<file path="config.mk">
export PLATFORM = sky130hd
export DESIGN_NAME = dec_output_serializer
export DESIGN_NICKNAME = d
export VERILOG_FILES = /design/src/rtl/dec_pkg.sv /design/src/rtl/dec_blk_buf2.sv /design/src/rtl/dec_output_serializer.sv
export SDC_FILE = /design/constraint.sdc
export NUM_CORES = 1
export LEC_CHECK = 0
export CORE_MARGIN = 2
export CORE_UTILIZATION = 49
export DETAILED_ROUTE_END_ITERATION = 12
export PLACE_DENSITY_LB_ADDON = 0.2
export SLEW_MARGIN = 20
export SYNTH_ARGS = -nofsm -noshare
export SYNTH_HDL_FRONTEND = slang
export SYNTH_SLANG_ARGS = --single-unit
</file>
<file path="constraint.sdc">
create_clock -name clk -period 12.7 [get_ports clk]
set_input_delay 1.905 -clock clk [delete_from_list [all_inputs] [get_ports clk]]
set_output_delay 1.905 -clock clk [all_outputs]
set_load 0.02 [all_outputs]
</file>
<file path="src/rtl/dec_pkg.sv">
`default_nettype none
// ============================================================================
//  Module   : dec_pkg
//  Brief    : Shared definitions for the decryption output serializer:
//             block geometry, byte-index type, read FSM encoding and a
//             byte-extraction helper.
//  Revision : 1.0 - initial release
// ============================================================================
package dec_pkg;

    // Block geometry: sixteen bytes per plaintext block.
    localparam int BLK_BYTES = 16;
    localparam int BLK_BITS  = 8 * BLK_BYTES;

    // Byte index inside a block.
    typedef logic [3:0] byte_idx_t;

    localparam byte_idx_t c_IDX_LAST = 4'(BLK_BYTES - 1);

    // Read FSM encoding; PARITY is only reachable when the parity beat is built in.
    typedef enum logic [1:0] {
        IDLE   = 2'd0,
        STREAM = 2'd1,
        PARITY = 2'd2
    } rd_state_t;

    // Byte idx of a block; byte 0 sits in the least significant bits.
    function automatic logic [7:0] blk_byte(input logic [BLK_BITS-1:0] blk,
                                            input byte_idx_t            idx);
        return blk[{idx, 3'b000} +: 8];
    endfunction

endpackage
`default_nettype wire

</file>
<file path="src/rtl/dec_blk_buf2.sv">
`default_nettype none
// ============================================================================
//  Module   : dec_blk_buf2
//  Brief    : Two-slot ping-pong block buffer. Holds write pointer, read
//             pointer and occupancy. A push and a pop in the same cycle are
//             both honoured, even when both slots are occupied: the slot being
//             released is the one being overwritten.
//  Revision : 1.0 - initial release
// ============================================================================
module dec_blk_buf2
    import dec_pkg::*;
(
    input  logic                clk,
    input  logic                reset,
    input  logic                i_push,
    input  logic [BLK_BITS-1:0] i_push_data,
    input  logic                i_pop,
    output logic [BLK_BITS-1:0] o_rd_data,
    output logic                o_full,
    output logic                o_empty
);

    logic [BLK_BITS-1:0] r_slot [2];
    logic                r_wp;
    logic                r_rp;
    logic [1:0]          r_cnt;

    // Slot storage; contents need no reset because occupancy decides validity.
    always_ff @(posedge clk) begin
        if (i_push) begin
            r_slot[r_wp] <= i_push_data;
        end
    end

    // Pointer and occupancy bookkeeping.
    always_ff @(posedge clk) begin
        if (reset) begin
            r_wp  <= 1'b0;
            r_rp  <= 1'b0;
            r_cnt <= 2'd0;
        end else begin
            if (i_push) begin
                r_wp <= ~r_wp;
            end
            if (i_pop) begin
                r_rp <= ~r_rp;
            end
            case ({i_push, i_pop})
                2'b10:   r_cnt <= r_cnt + 2'd1;
                2'b01:   r_cnt <= r_cnt - 2'd1;
                default: r_cnt <= r_cnt;
            endcase
        end
    end

    assign o_rd_data = r_slot[r_rp];
    assign o_full    = (r_cnt == 2'd2);
    assign o_empty   = (r_cnt == 2'd0);

endmodule
`default_nettype wire

</file>
<file path="src/rtl/dec_output_serializer.sv">
`default_nettype none
// ============================================================================
//  Module   : dec_output_serializer
//  Brief    : Captures 16-byte plaintext blocks into a two-slot ping-pong
//             buffer and streams them out one byte per accepted beat over a
//             valid/ready interface, byte w0 first. Blocks arriving with both
//             slots busy are dropped and flagged by a sticky overflow.
//             Optional feature macro DEC_SER_PARITY_EN: appends a 17th beat
//             carrying the XOR of the 16 block bytes; dout_last then marks
//             that beat instead of byte 15.
//  Revision : 1.0 - initial release
// ============================================================================
module dec_output_serializer
    import dec_pkg::*;
(
    input  logic                clk,
    input  logic                reset,
    input  logic                Enable,
    input  logic [BLK_BITS-1:0] blk_in,
    input  logic                blk_valid,
    output logic [7:0]          dout,
    output logic                dout_valid,
    input  logic                dout_ready,
    output logic                dout_last,
    output logic                busy,
    output logic                overflow
);

    rd_state_t           r_state;
    rd_state_t           w_state_nxt;
    byte_idx_t           r_idx;
    logic                r_overflow;

    logic [BLK_BITS-1:0] w_rd_data;
    logic                w_full;
    logic                w_empty;

    logic                w_push_req;
    logic                w_push;
    logic                w_pop;
    logic                w_xfer;
    logic                w_idx_last;
    logic                w_more;
    logic [7:0]          w_byte;

    logic                w_dout_valid;
    logic [7:0]          w_dout;
    logic                w_dout_last;

    // A block is taken whenever a slot is free, counting one freed this cycle.
    assign w_push_req = Enable & blk_valid;
    assign w_push     = w_push_req & (~w_full | w_pop);
    assign w_xfer     = w_dout_valid & dout_ready;
    assign w_idx_last = (r_idx == c_IDX_LAST);
    assign w_byte     = blk_byte(w_rd_data, r_idx);
    // After the releasing beat another block is pending if the other slot was
    // already occupied or a new block is being captured right now.
    assign w_more     = w_full | w_push;

`ifdef DEC_SER_PARITY_EN
    logic [7:0] r_par;

    assign w_pop = w_xfer & (r_state == PARITY);

    // Running XOR of the bytes sent so far; restarts on byte 0 of each block.
    always_ff @(posedge clk) begin
        if (reset) begin
            r_par <= 8'h00;
        end else if (w_xfer && (r_state == STREAM)) begin
            r_par <= ((r_idx == '0) ? 8'h00 : r_par) ^ w_byte;
        end
    end
`else
    assign w_pop = w_xfer & (r_state == STREAM) & w_idx_last;
`endif

    dec_blk_buf2 u_buf (
        .clk         (clk),
        .reset       (reset),
        .i_push      (w_push),
        .i_push_data (blk_in),
        .i_pop       (w_pop),
        .o_rd_data   (w_rd_data),
        .o_full      (w_full),
        .o_empty     (w_empty)
    );

    // Read FSM state register.
    always_ff @(posedge clk) begin
        if (reset) begin
            r_state <= IDLE;
        end else begin
            r_state <= w_state_nxt;
        end
    end

    // Read FSM next-state: enter STREAM in the capture cycle so byte 0 is
    // presented on the very next cycle.
    always_comb begin
        w_state_nxt = r_state;
        case (r_state)
            IDLE: begin
                if (w_push || (Enable && !w_empty)) begin
                    w_state_nxt = STREAM;
                end
            end
            STREAM: begin
                if (w_xfer && w_idx_last) begin
`ifdef DEC_SER_PARITY_EN
                    w_state_nxt = PARITY;
`else
                    w_state_nxt = w_more ? STREAM : IDLE;
`endif
                end
            end
`ifdef DEC_SER_PARITY_EN
            PARITY: begin
                if (w_xfer) begin
                    w_state_nxt = w_more ? STREAM : IDLE;
                end
            end
`endif
            default: w_state_nxt = IDLE;
        endcase
    end

    // Read FSM outputs: data only depends on state and index, so it holds
    // still while the consumer stalls.
    always_comb begin
        w_dout_valid = 1'b0;
        w_dout       = 8'h00;
        w_dout_last  = 1'b0;
        case (r_state)
            STREAM: begin
                w_dout_valid = Enable;
                w_dout       = w_byte;
`ifndef DEC_SER_PARITY_EN
                w_dout_last  = w_idx_last;
`endif
            end
`ifdef DEC_SER_PARITY_EN
            PARITY: begin
                w_dout_valid = Enable;
                w_dout       = r_par;
                w_dout_last  = 1'b1;
            end
`endif
            default: begin
                w_dout_valid = 1'b0;
            end
        endcase
    end

    // Byte index advances on every accepted data beat and wraps after byte 15.
    always_ff @(posedge clk) begin
        if (reset) begin
            r_idx <= '0;
        end else if (w_xfer && (r_state == STREAM)) begin
            r_idx <= r_idx + 4'd1;
        end
    end

    // Sticky drop flag, cleared only by reset.
    always_ff @(posedge clk) begin
        if (reset) begin
            r_overflow <= 1'b0;
        end else if (w_push_req && !w_push) begin
            r_overflow <= 1'b1;
        end
    end

    assign dout       = w_dout;
    assign dout_valid = w_dout_valid;
    assign dout_last  = w_dout_last;
    assign busy       = ~w_empty;
    assign overflow   = r_overflow;

endmodule
`default_nettype wire
</file>
[Word-level counts from Yosys, hierarchy flattened]
Memory sizes are Yosys's and may differ from the RTL's. A register that Yosys moved wholly into a read port is not among the register bits.
Index checks and enable logic that the tools add are counted.
Word-level totals
  bits in registers: 11
  RAM bits: 256
  input bits: 133
  output and inout bits: 12
  memories kept: 1
Cells by class
  add/sub/neg operators: 3
  equality and inequality tests: 7
  shift operators: 1
  multiplexer cells: 12
  bitwise gates (word level): 11
  reductions and logical operators: 11
Memories
  u_buf.r_slot: words 2, width 128, rd ports 1, clocked after memory_dff 1, wr ports 1, RTL line dec_blk_buf2.sv:23  | logic [BLK_BITS-1:0] r_slot [2];
Operators with widths (count)
  $shiftx 128x8->8: 1
  $mux 8: 1
  $pmux 2 s2: 2
  $mux 1: 7
  $and 1x1->1: 5
  $add 4x1->4 const B: 1
  $eq 2x1->1 const B: 2
  $eq 2x2->1 const B: 2
  $eq 4x4->1 const B: 1
  $logic_and 1x1->1: 4
  $logic_not 2->1: 2
  $mux 2: 2
  $ne 2x2->1 const B: 2
  $not 1->1: 4
  $add 2x1->2 const B: 1
  $logic_not 1->1: 2
  $or 1x1->1: 2
  $reduce_and 2->1: 1
  $reduce_bool 2->1: 1
  $sub 2x1->2 const B: 1
  $logic_or 1x1->1: 1

[Longest topological paths before layout]
  depth in word-level cells: 11
  mapped depth: 8
  mapped depth without buffers: 5

[Hierarchy]
A second synthesis with hierarchy kept.
Second synthesis, totals
  cells, all modules: 566
  area total of the unflattened synthesis: 10860.4 sq um
By module, submodules not included
  dec_blk_buf2: times used 1, cells an instance 420, area an instance 9431.5 sq um, sequential area each 7787.5 sq um
  dec_output_serializer: times used 1, cells an instance 146, area an instance 1428.9 sq um, sequential area each 120.1 sq um

[Worst setup path after synthesis]
OpenSTA, ideal clock, no wires.
  path kind: input-to-reg
  start point: in dout_ready
  end point: reg u_buf.r_wp
  data arrival time: 12.588 ns
  required time: 12.600 ns
  path slack: 0.012 ns
  stages on the path: 4
  cells stage by stage: nand3_1 o21ai_0 nor3b_1 o21ba_2
Between the ends
  longest elaborated chain between the ends: 5
RTL lines
  start, declared: RTL line dec_output_serializer.sv:23  | input logic dout_ready,
  $and 1x1->1: RTL line dec_output_serializer.sv:53  | assign w_xfer = w_dout_valid & dout_ready;
  $and 1x1->1 (2 in a row): RTL line dec_output_serializer.sv:74  | assign w_pop = w_xfer & (r_state == STREAM) & w_idx_last;
  $or 1x1->1: RTL line dec_output_serializer.sv:52  | assign w_push = w_push_req & (~w_full | w_pop);
  $and 1x1->1: RTL line dec_output_serializer.sv:52
  end signal, assigned: RTL line dec_blk_buf2.sv:43  | r_wp <= ~r_wp;
  end, declared: RTL line dec_blk_buf2.sv:24  | logic r_wp;
No other way between the ends.
A chain may end at the register's enable or synchronous reset.

==> impl_metrics.py <==
metrics = {
    "run_status": {
        "status": "finished clean",
    },
    "sta": {
        "fmax_ghz": 0.171,
        "finClkSkew_ns": 0.00832,
        "setup_viol": 0,
        "whs_ns": 0.495,
        "min_period_over_period_pct": 46.1,
        "rsz0062_at_grt": "false",
        "timing.final.max_slew_violations": 0,
        "hold_viol_final": 0,
        "maxSlewHeadroom_pct": 46.7,
        "period_needed_ns": 5.86,
        "setup_ws_ns": 6.84,
        "timing.setup.tns_ns": 0,
        "worst_slew_pin_slew_ns": 0.799,
    },
    "finish": {
        "fin_cells": 923,
        "seq_area_um2": 7910,
        "antennaDiodeCount": 0,
        "multi_input_area_um2": 2280,
        "drive_gt1_share_pct": 18.5,
        "n_fill_cell": 1512,
        "final_nets": 762,
        "area_growth_pct": 23.7,
    },
    "hold_path": {
        "whs_path_depth": 2,
        "min_from": "overflow",
        "hold_end": "overflow",
        "hp-class": "flop to flop",
    },
    "yosys": {
        "synth_cells": 473,
        "ys_types": 46,
        "yosysWarnings": 0,
        "synth_most_common_cell": "edfxtp_1",
        "ys_seq_area_share_pct": 76.0,
        "synth_top_family_by_area": "multiplexers",
        "synth_top_area_cell": "edfxtp_1",
        "synth_seq_cells": 267,
        "synth_xor_xnor_area_share_pct": 0.337,
        "yosys.area_share.simple_pct": 1.80,
        "synth_compound_area_share_pct": 3.21,
        "yosys.area.top_type_share_pct": 73.9,
        "synth_mux_area_share_pct": 16.4,
        "ys_async_sr_fraction_pct": 0,
        "synth_edf_count": 256,
        "synthAdderAreaFrac_pct": 0.120,
        "synth-main-ff-cell": "edfxtp_1",
        "netlist_area_um2": 10400,
        "synth.area.top_cells": "edfxtp_1, mux4_2, mux4_1, dfxtp_1, mux2_2",
        "syn_nets": 607,
        "ys_top_cells_by_count": "edfxtp_1, mux4_2, mux2_2, mux2i_1",
        "syn_avg_cell_area_um2": 22.0,
    },
    "clock_tree": {
        "postCtsSetupBuffers": 0,
        "ctsHoldBuffers": 0,
        "cts-root-buf": "clkbuf_16",
        "clockBufferDepth": 3,
        "h-tree-depth": 1,
        "cts.sinks": 267,
        "cts_inserted_buffers": 27,
        "clk_pin_slew_ns": 0.06,
        "insertion_delay_ns": 0.52,
        "post_cts_resized": 0,
        "cts_tree": "built",
    },
    "placement": {
        "hpwlAfterDp_um": 13400,
        "place_ws_ns": 7.26,
        "dp_cells": 873,
        "routabilityCongestion": 0.734,
        "portBuffers": 144,
    },
    "setup_path": {
        "ff2ff_setup_slack_ns": 8.72,
        "reg2reg_depth": 8,
        "end_kind": "output pin",
        "r2r_end": "u_buf.r_slot[1][111]",
        "critPathRequiredTime_ns": 10.80,
        "worstPathMaxFanout": 38,
        "critPathKind": "flop to output pin",
        "startpoint_type": "flop",
        "worstPathArrival_ns": 3.95,
        "r2r_start": "r_idx[1]",
    },
    "routing": {
        "routed_via_density": 5.65,
        "drt_iter0_drc": 375,
        "ant_nets": 0,
        "drt-total-wl_um": 21100,
        "vias": 5212,
        "wl_per_cell_um": 22.9,
        "drc": 0,
        "dr.pass1.iters": 4,
    },
    "floorplan": {
        "fp.dieH_um": 150,
        "initial_core_util_pct": 49.7,
        "die_x_um": 150,
        "floorplan.rows": 53,
        "ios": 145,
        "fp.coreArea_um2": 21000,
        "dieArea_um2": 22400,
    },
    "global_routing": {
        "antenna_found_initial": 0,
        "grtUsageTotal_pct": 19.0,
        "grt_start_max_net_pins": 82,
        "overflow": 0,
        "grt_pass1_wl_um": 31600,
        "grt_pass1_vias": 5511,
    },
    "job": {
        "max_cap_viol_count": 0,
    },
    "power": {
        "p_leak_nw": 4.04,
        "finalPower_mw": 1.82,
        "ir_drop_mv": 0.109,
        "power_density_nw_per_um2": 142,
    },
}
-- final cells by class --
type                            count  share of cell area [%]
Sequential cell                   267                    61.5
Multi-Input combinational cell    177                    17.7
Timing Repair Buffer              152                    11.8
Clock buffer                       29                    5.31
Tap cell                          275                    2.67
Clock inverter                     20                   0.914
Inverter                            3                  0.0875
-- per-stage QoR --
step | utilization [%] | cell area (um2)
global placement | 57.5 | 12000
finish | 61.4 | 12900
detailed placement | 57.5 | 12000
CTS | 61.3 | 12800
floorplan | - | 10400
global route | 61.4 | 12900
-- critical path: stages (launching register included) --
cell             delay (ns)
dfxtp_4                0.75
buf_4                  0.71
mux4_1                 0.63
mux2_2                 0.28
o221ai_1               0.34
a31oi_1                0.09
clkdlybuf4s50_1        0.59
-- kinds of logic after synthesis --
family	after synthesis
flip-flops	267
multiplexers	90
AO/OA/AOI/OAI	47
AND/OR/NAND/NOR	35
buffers and inverters	29
XOR/XNOR	4
adder cells (fa/ha/maj)	1
-- layout by cell type, fill, tap and decap left out, types with 3 or more instances in the layout --
cell,Yosys,routed
a21oi_1,5,5
a31oi_1,7,7
clkinv_1,2,10
mux4_1,11,11
nor2_1,7,7
a22oi_1,6,6
nand2_1,7,7
mux2i_1,14,14
edfxtp_1,256,256
clkbuf_16,0,27
nor2b_1,4,4
clkdlybuf4s50_1,0,144
mux2_2,17,17
clkinv_2,0,10
and2_1,3,3
o21ai_0,9,9
a221oi_1,7,7
o221ai_1,8,8
mux4_2,48,48
dfxtp_1,11,9
buf_4,3,6
-- power by group --
| part | leakage [nW] | total, mW | internal (mW) | switching, mW |
|---|---|---|---|---|
| registers | 2.44 | 1.01 | 0.998 | 0.00804 |
| clock network | 0.401 | 0.714 | 0.406 | 0.307 |
| logic | 1.19 | 0.105 | 0.0592 | 0.0455 |
-- registers in the layout, indices dropped and copies added (netlist names), named ones only --
register / flops
u_buf.r_slot: 256
r_idx: 4
u_buf.r_cnt: 2
overflow: 1
r_state: 1
u_buf.r_rp: 1
u_buf.r_wp: 1
-- worst max-delay path by stage --
stage                     cells after the start  slack, ns        from         end
after detailed placement                      6       7.26        flop     dout[3]
after floorplan                               4       0.01  dout_ready  u_buf.r_wp
after global placement                        6       7.31        flop     dout[2]
final                                         6       6.84        flop     dout[2]
after CTS                                     6       6.71        flop     dout[3]
after global routing                          6       6.58        flop     dout[3]
-- routing by layer --
layer  GRT usage [%]  vias up  share of wire (%)
met5               0        -                  0
met4            4.01        0                1.1
met3            3.26       19                6.2
met2            30.7      193                 49
met1            27.6     2679                 43
li1                -     2321                  -
No activity file was read; power rests on OpenSTA's default activity.
